### config.mk
export PLATFORM = sky130hd
export DESIGN_NAME = hazard_scoreboard_flat
export DESIGN_NICKNAME = d
export VERILOG_FILES = /design/src/rtl/hazard_scoreboard_if.sv /design/src/rtl/hazard_scoreboard.sv /design/src/flat_wrapper.sv
export SDC_FILE = /design/constraint.sdc
export NUM_CORES = 1
export LEC_CHECK = 0
export CAP_MARGIN = 30
export CORE_ASPECT_RATIO = 0.6
export CORE_MARGIN = 2
export CORE_UTILIZATION = 57
export DETAILED_ROUTE_END_ITERATION = 10
export PLACE_DENSITY = 0.82
export RECOVER_POWER = 25
export REMOVE_ABC_BUFFERS = 1
export SYNTH_ARGS = -nofsm -noshare
export SYNTH_HDL_FRONTEND = slang
export SYNTH_SLANG_ARGS = --single-unit
### constraint.sdc
create_clock -name clk -period 4.3 [get_ports clk]
set_clock_uncertainty 0.05 [all_clocks]
set_input_delay 1.29 -clock clk [delete_from_list [all_inputs] [get_ports clk]]
set_output_delay 1.29 -clock clk [all_outputs]
set_load 0.05 [all_outputs]
### src/rtl/hazard_scoreboard_if.sv
// Signal bundle between the ID stage and the hazard scoreboard.
// The pipeline side (master) drives issue/ID information and consumes the
// stall and tracking outputs; the scoreboard (slave) does the reverse.
interface hazard_scoreboard_if;
    // Instruction moving ID->EX at the coming edge
    logic        issue_valid;
    logic [4:0]  issue_rd;
    logic        issue_RegWrite;
    logic [1:0]  issue_kind;

    // Instruction currently in ID
    logic [4:0]  rs1_ID;
    logic [4:0]  rs2_ID;
    logic        use_rs1_ID;
    logic        use_rs2_ID;
    logic [4:0]  rd_ID;
    logic        RegWrite_ID;
    logic        div_ID;
    logic        branch_ID;

    // Global pipeline / divider events
    logic        pipe_hold;
    logic        div_done;

    // Scoreboard results
    logic        stall_ID;
    logic [1:0]  stall_cause;
    logic        div_busy;
    logic [4:0]  div_rd;
    logic [31:0] pending_vec;

    modport master (
        output issue_valid, issue_rd, issue_RegWrite, issue_kind,
        output rs1_ID, rs2_ID, use_rs1_ID, use_rs2_ID,
        output rd_ID, RegWrite_ID, div_ID, branch_ID,
        output pipe_hold, div_done,
        input  stall_ID, stall_cause, div_busy, div_rd, pending_vec
    );

    modport slave (
        input  issue_valid, issue_rd, issue_RegWrite, issue_kind,
        input  rs1_ID, rs2_ID, use_rs1_ID, use_rs2_ID,
        input  rd_ID, RegWrite_ID, div_ID, branch_ID,
        input  pipe_hold, div_done,
        output stall_ID, stall_cause, div_busy, div_rd, pending_vec
    );
endinterface

### src/rtl/hazard_scoreboard.sv
// Hazard scoreboard: tracks destinations of in-flight loads (2-cycle
// countdown per register) and the single outstanding divide, and raises the
// ID-stage stall whenever the forwarding network cannot cover a dependency.
module hazard_scoreboard (
    input logic                clk,
    input logic                rst,
    hazard_scoreboard_if.slave sb
);
    localparam logic [1:0] KIND_LOAD = 2'b01;
    localparam logic [1:0] KIND_DIV  = 2'b10;

    localparam logic [1:0] CAUSE_NONE = 2'b00;
    localparam logic [1:0] CAUSE_LOAD = 2'b01;
    localparam logic [1:0] CAUSE_DIV  = 2'b10;
    localparam logic [1:0] CAUSE_BUSY = 2'b11;

    // Entry 0 is never written, so it reads as zero for x0 sources
    logic [31:0][1:0] ld_cnt;
    logic             busy_q;
    logic [4:0]       div_rd_q;

    logic             issue_wr;
    logic [1:0]       cnt1;
    logic [1:0]       cnt2;
    logic             hit1;
    logic             hit2;
    logic             load_use;
    logic             div_dep;
    logic             div_struct;
    logic [1:0]       cause;
    logic [31:0]      pend;

    assign issue_wr = sb.issue_valid && sb.issue_RegWrite && (sb.issue_rd != '0);

    // Load countdowns: an issue to a register overrides its decrement
    always_ff @(posedge clk or posedge rst) begin
        if (rst) begin
            ld_cnt <= '0;
        end else begin
            for (int unsigned r = 1; r < 32; r++) begin
                if (issue_wr && (sb.issue_rd == r[4:0])) begin
                    ld_cnt[r] <= (sb.issue_kind == KIND_LOAD) ? 2'd2 : 2'd0;
                end else if (!sb.pipe_hold && (ld_cnt[r] != '0)) begin
                    ld_cnt[r] <= ld_cnt[r] - 2'd1;
                end
            end
        end
    end

    // Outstanding divide: set on divide issue, cleared by the completion pulse
    always_ff @(posedge clk or posedge rst) begin
        if (rst) begin
            busy_q   <= 1'b0;
            div_rd_q <= '0;
        end else if (issue_wr && (sb.issue_kind == KIND_DIV)) begin
            busy_q   <= 1'b1;
            div_rd_q <= sb.issue_rd;
        end else if (sb.div_done && busy_q) begin
            busy_q   <= 1'b0;
        end
    end

    // Stall conditions evaluated on current state and the instruction in ID
    always_comb begin
        cnt1 = ld_cnt[sb.rs1_ID];
        cnt2 = ld_cnt[sb.rs2_ID];
        hit1 = sb.use_rs1_ID && (sb.rs1_ID != '0);
        hit2 = sb.use_rs2_ID && (sb.rs2_ID != '0);

        load_use = (hit1 && ((cnt1 == 2'd2) || (sb.branch_ID && (cnt1 != '0)))) ||
                   (hit2 && ((cnt2 == 2'd2) || (sb.branch_ID && (cnt2 != '0))));

        div_dep = busy_q &&
                  ((hit1 && (sb.rs1_ID == div_rd_q)) ||
                   (hit2 && (sb.rs2_ID == div_rd_q)) ||
                   (sb.RegWrite_ID && (sb.rd_ID == div_rd_q) && (sb.rd_ID != '0)));

        div_struct = sb.div_ID && busy_q;

        if (div_struct) begin
            cause = CAUSE_BUSY;
        end else if (div_dep) begin
            cause = CAUSE_DIV;
        end else if (load_use) begin
            cause = CAUSE_LOAD;
        end else begin
            cause = CAUSE_NONE;
        end
    end

    // Per-register pending view: live load countdown or outstanding divide target
    always_comb begin
        pend = '0;
        for (int unsigned r = 0; r < 32; r++) begin
            pend[r] = (ld_cnt[r] != '0) || (busy_q && (div_rd_q == r[4:0]));
        end
    end

    assign sb.stall_ID    = load_use || div_dep || div_struct;
    assign sb.stall_cause = cause;
    assign sb.div_busy    = busy_q;
    assign sb.div_rd      = div_rd_q;
    assign sb.pending_vec = pend;

endmodule

### src/flat_wrapper.sv
// flat-port wrapper written by rule: the top's interface ports become plain ports
module hazard_scoreboard_flat 
  (clk, rst, sb_issue_valid, sb_issue_rd, sb_issue_RegWrite, sb_issue_kind, sb_rs1_ID, sb_rs2_ID, sb_use_rs1_ID, sb_use_rs2_ID, sb_rd_ID, sb_RegWrite_ID, sb_div_ID, sb_branch_ID, sb_pipe_hold, sb_div_done, sb_stall_ID, sb_stall_cause, sb_div_busy, sb_div_rd, sb_pending_vec);
  hazard_scoreboard_if sb_i ();
  input logic clk;
  input logic rst;
  input wire logic [$bits(sb_i.issue_valid)-1:0] sb_issue_valid;
  input wire logic [$bits(sb_i.issue_rd)-1:0] sb_issue_rd;
  input wire logic [$bits(sb_i.issue_RegWrite)-1:0] sb_issue_RegWrite;
  input wire logic [$bits(sb_i.issue_kind)-1:0] sb_issue_kind;
  input wire logic [$bits(sb_i.rs1_ID)-1:0] sb_rs1_ID;
  input wire logic [$bits(sb_i.rs2_ID)-1:0] sb_rs2_ID;
  input wire logic [$bits(sb_i.use_rs1_ID)-1:0] sb_use_rs1_ID;
  input wire logic [$bits(sb_i.use_rs2_ID)-1:0] sb_use_rs2_ID;
  input wire logic [$bits(sb_i.rd_ID)-1:0] sb_rd_ID;
  input wire logic [$bits(sb_i.RegWrite_ID)-1:0] sb_RegWrite_ID;
  input wire logic [$bits(sb_i.div_ID)-1:0] sb_div_ID;
  input wire logic [$bits(sb_i.branch_ID)-1:0] sb_branch_ID;
  input wire logic [$bits(sb_i.pipe_hold)-1:0] sb_pipe_hold;
  input wire logic [$bits(sb_i.div_done)-1:0] sb_div_done;
  output wire logic [$bits(sb_i.stall_ID)-1:0] sb_stall_ID;
  output wire logic [$bits(sb_i.stall_cause)-1:0] sb_stall_cause;
  output wire logic [$bits(sb_i.div_busy)-1:0] sb_div_busy;
  output wire logic [$bits(sb_i.div_rd)-1:0] sb_div_rd;
  output wire logic [$bits(sb_i.pending_vec)-1:0] sb_pending_vec;
  assign sb_i.issue_valid = sb_issue_valid;
  assign sb_i.issue_rd = sb_issue_rd;
  assign sb_i.issue_RegWrite = sb_issue_RegWrite;
  assign sb_i.issue_kind = sb_issue_kind;
  assign sb_i.rs1_ID = sb_rs1_ID;
  assign sb_i.rs2_ID = sb_rs2_ID;
  assign sb_i.use_rs1_ID = sb_use_rs1_ID;
  assign sb_i.use_rs2_ID = sb_use_rs2_ID;
  assign sb_i.rd_ID = sb_rd_ID;
  assign sb_i.RegWrite_ID = sb_RegWrite_ID;
  assign sb_i.div_ID = sb_div_ID;
  assign sb_i.branch_ID = sb_branch_ID;
  assign sb_i.pipe_hold = sb_pipe_hold;
  assign sb_i.div_done = sb_div_done;
  assign sb_stall_ID = sb_i.stall_ID;
  assign sb_stall_cause = sb_i.stall_cause;
  assign sb_div_busy = sb_i.div_busy;
  assign sb_div_rd = sb_i.div_rd;
  assign sb_pending_vec = sb_i.pending_vec;
  hazard_scoreboard u_core (.clk(clk), .rst(rst), .sb(sb_i));
endmodule
==> results of run 1 <==
[stage by stage]
stage | utilization, % | setup slack (ps) | setup TNS (ps) | cell area, um2 | cells
after floorplan | - | -168 | -211 | 5420 | 602
after global placement | 71.3 | -718 | -1850 | 6670 | 846
after detailed placement | 71.3 | -747 | -1910 | 6670 | 846
after CTS | 78.2 | -256 | -533 | 7310 | 884
after global routing | 79.2 | -364 | -745 | 7410 | 891
final | 79.2 | -299 | -557 | 7410 | 891
[cell usage in the layout, fill, tap and decap left out, types with 4 or more instances in the layout]
| master | Yosys | routed |
|---|---|---|
| buf_6 | 7 | 10 |
| nand2b_1 | 8 | 8 |
| xnor2_1 | 39 | 39 |
| nand2_1 | 44 | 43 |
| buf_4 | 1 | 55 |
| clkbuf_16 | 0 | 9 |
| mux2i_1 | 40 | 40 |
| o21ai_0 | 54 | 52 |
| dfrtp_1 | 68 | 67 |
| or2_1 | 4 | 4 |
| nand3_1 | 7 | 7 |
| nand4_1 | 4 | 4 |
| a21oi_1 | 28 | 28 |
| nor2b_1 | 6 | 6 |
| inv_1 | 72 | 69 |
| mux2_2 | 9 | 9 |
| nor2_1 | 94 | 93 |
| ha_1 | 31 | 31 |
| buf_12 | 0 | 8 |
| xor2_1 | 6 | 6 |
| o211ai_1 | 5 | 5 |
| mux4_1 | 8 | 6 |
| mux4_2 | 14 | 16 |
| a31oi_1 | 5 | 4 |
| or3_1 | 6 | 6 |
| clkdlybuf4s50_1 | 0 | 57 |
[worst paths after layout]
path,slack (ps),end,cells after the start
setup / recovery,-300,sb_stall_ID,10
hold / removal,550,u_core.ld_cnt[62],2
setup reg to reg,2760,u_core.ld_cnt[35],6
hold reg to reg,550,u_core.ld_cnt[62],2
max in group asynchronous,1090,u_core.sb.div_rd[0],3
min in group asynchronous,1950,u_core.ld_cnt[23],3
[kinds of logic after synthesis]
group | after synthesis
AND/OR/NAND/NOR | 191
AO/OA/AOI/OAI | 123
buffers and inverters | 103
multiplexers | 71
flip-flops | 68
XOR/XNOR | 45
adder cells (fa/ha/maj) | 31
other | 1
[sequential cells by signal (all words and copies together) (netlist names)]
name,cells
u_core.ld_cnt,62
u_core.sb.div_rd,5
u_core.sb.div_busy,1
[power breakdown]
part / internal [mW] / switching (mW)
clock network: 0.511 / 0.320
registers: 0.965 / 0.469
logic: 1.26 / 1.73
[critical path: cells and delay by family]
family                 cells  cell delay, ps
AOI/OAI and AO/OA          4             720
buffers and inverters      4             620
muxes                      1             530
and+or+nand+nor            1              90
[routing by layer]
layer,wire length [um],up-vias
met1,8420,2697
met4,671,0
met5,0,-
met3,2890,71
li1,-,2441
met2,8520,426
[final cells by class]
type | count | area, um2 | area share [%]
clock buffer | 9 | 225 | 3.04
timing repair buffer | 143 | 1400 | 18.9
clock inverter | 7 | 98.8 | 1.33
multi-input combinational | 462 | 3540 | 47.8
sequential | 68 | 1700 | 23.0
inverter | 72 | 275 | 3.71
tap | 130 | 163 | 2.19
[repair_timing]
item	CTS	global route
gates resized for setup	62	13
pin swaps	15	9
hold endpoints to repair	0	0
gates cloned	1	0
buffers inserted	21	8
setup endpoints to repair	3	7
==> results by group, run 1 <==
Run status
  – Failing checks: max-capacitance violations, max-slew violations, negative setup slack
  – Outcome: finished with violations

Global route
  – Grt met2 use: between 50 and 60%
  – Vias in the first global route: 5575
  – GRT Util Overall: between 30 and 40%
  – Initial antenna violation count: 0
  – Largest net degree at the start of global routing: between 60 and 70
  – GRT Max-Usage Layer: met2
  – Gr ovfl total: 0
  – Met1 usage: about 56%
  – Met3 GRT Util: 10.1%
  – First-pass GRT wire length: about 31000 um

Yosys
  – Cells after synthesis: ~630
  – Sequential fraction of the synthesis area: 30.3%
  – Ys flop type: dfrtp_1
  – Yosys reg bits: 68
  – Synth cell count leaders: nor2_1, inv_1, dfrtp_1, o21ai_0, nand2_1
  – Unique cell type count in the Yosys netlist: 61
  – Post-Synth Adder-Cell Area: under 10%
  – Area of the mapped netlist: around 5600 um2
  – Post-synth top area share: 30.3%
  – Compound-cell area share of the yosys netlist: roughly 14%
  – XOR/XNOR share of the synthesized area: around 7.0%
  – Main combinational cell family by area after synthesis: multiplexers
  – EDFF count, synth: 0
  – YS warnings: 2
  – Mux cell area share after synthesis: a little under a fifth
  – Simple-gate portion of the synthesized area: roughly 15%
  – Count leader, synth: nor2_1
  – Syn Area/Cell: 8.87 um2
  – Fraction of registers with async set/reset: 100%
  – Area leader, netlist: dfrtp_1
  – Synth top area cells: dfrtp_1, mux2i_1, ha_1, nor2_1, xnor2_1

Clock tree
  – Sink Count: 68
  – Clock transition at path regs: approximately 60 ps
  – Num CTS Buffers: 9
  – Hold_buf cts: 0
  – CTS tree: built
  – # H-tree levels: 3
  – Clk buf depth: 2
  – Worst skew pair latency: between 300 and 400 ps
  – CTS root buf: clkbuf_16

Layout
  – N_diodes: 0
  – Area grow syn2layout: 32.0%
  – Fraction of layout cells with a size suffix above 1: a little under a fifth
  – Fillcell total: a little over 600
  – Final Net Count: just over 800

Floorplanning
  – Die X: about 130 um
  – Die Span Y: ~80 um
  – Die ar.: ~11000 um2
  – Initial core utilization: between 50% and 60%
  – Num ports: between 70 and 80
  – Core outline area: a little over 9000 um2
  – Site Rows: 27

Worst setup path
  – Critical Path RT: 2960 ps
  – Delay of the slowest cell on the worst path: 530 ps
  – CP startpoint: sb_rs2_ID[1]
  – Crit Path Max Fanout: 5
  – CP Class: in -> out
  – Worst EP arrival: 3260 ps
  – Worst R2R Start: u_core.ld_cnt[34]
  – Element type at the critical path end: primary output
  – Critical path, cell by cell: buf_8 -> buf_12 -> bufbuf_16 -> mux4_2 -> nand2_1 -> a21oi_1 -> o21a_1 -> a31oi_4 -> o2111ai_2 -> buf_6
  – Startpoint types: input pin
  – Worst path slowest cell: mux4_2

Run
  – MaxCap Viol Count: 1

Detailed routing
  – Detailed-route wire length per cell: around 23 um
  – DRT iter0 DRCs: between 800 and 900
  – Vias per inst: about 6.3
  – DRC Markers: 0
  – Final WL: 20500 um
  – Via count: between 5000 and 6000
  – ANT nets after route: 0
  – Pre-antenna DRT Iters: 5

Timing
  – Count of pins over their slew limit: between 60 and 70
  – Final Cycle Share: 107%
  – Slew @ Worst Pin: between 1500 and 2000 ps
  – Final period demand of the worst path: about 4600 ps
  – Final WS setup: -299 ps
  – Max-slew headroom: -16.6%
  – Fmax: between 200 and 250 MHz
  – Final setup violation count: 3
  – Unrepaired setup endpoints after global routing: yes
  – Worst hold margin: ~550 ps
  – Final hold violations: 0

Hold path
  – Worst hold start: u_core.ld_cnt[62]
  – Hold Crit Class: reg -> reg

Power and ir drop
  – LEAKAGE: about 3.4 nW
  – Peak supply drop: roughly 0.45 mV
  – PD cells: between 700 and 800 nW/um2
  – Pwr Total: about 5.3 mW

Place
  – GP Congestion: 0.983
  – DP Wirelength: between 10000 and 15000 um
  – # port buffers: between 70 and 80
No activity file was read; power rests on OpenSTA's default activity.
==> run 2, diff against run 1 <==
- CAP_MARGIN: 30 -> 20
==> results of run 2 <==
Final layout, timing and power as in run 1 (identical DEF).
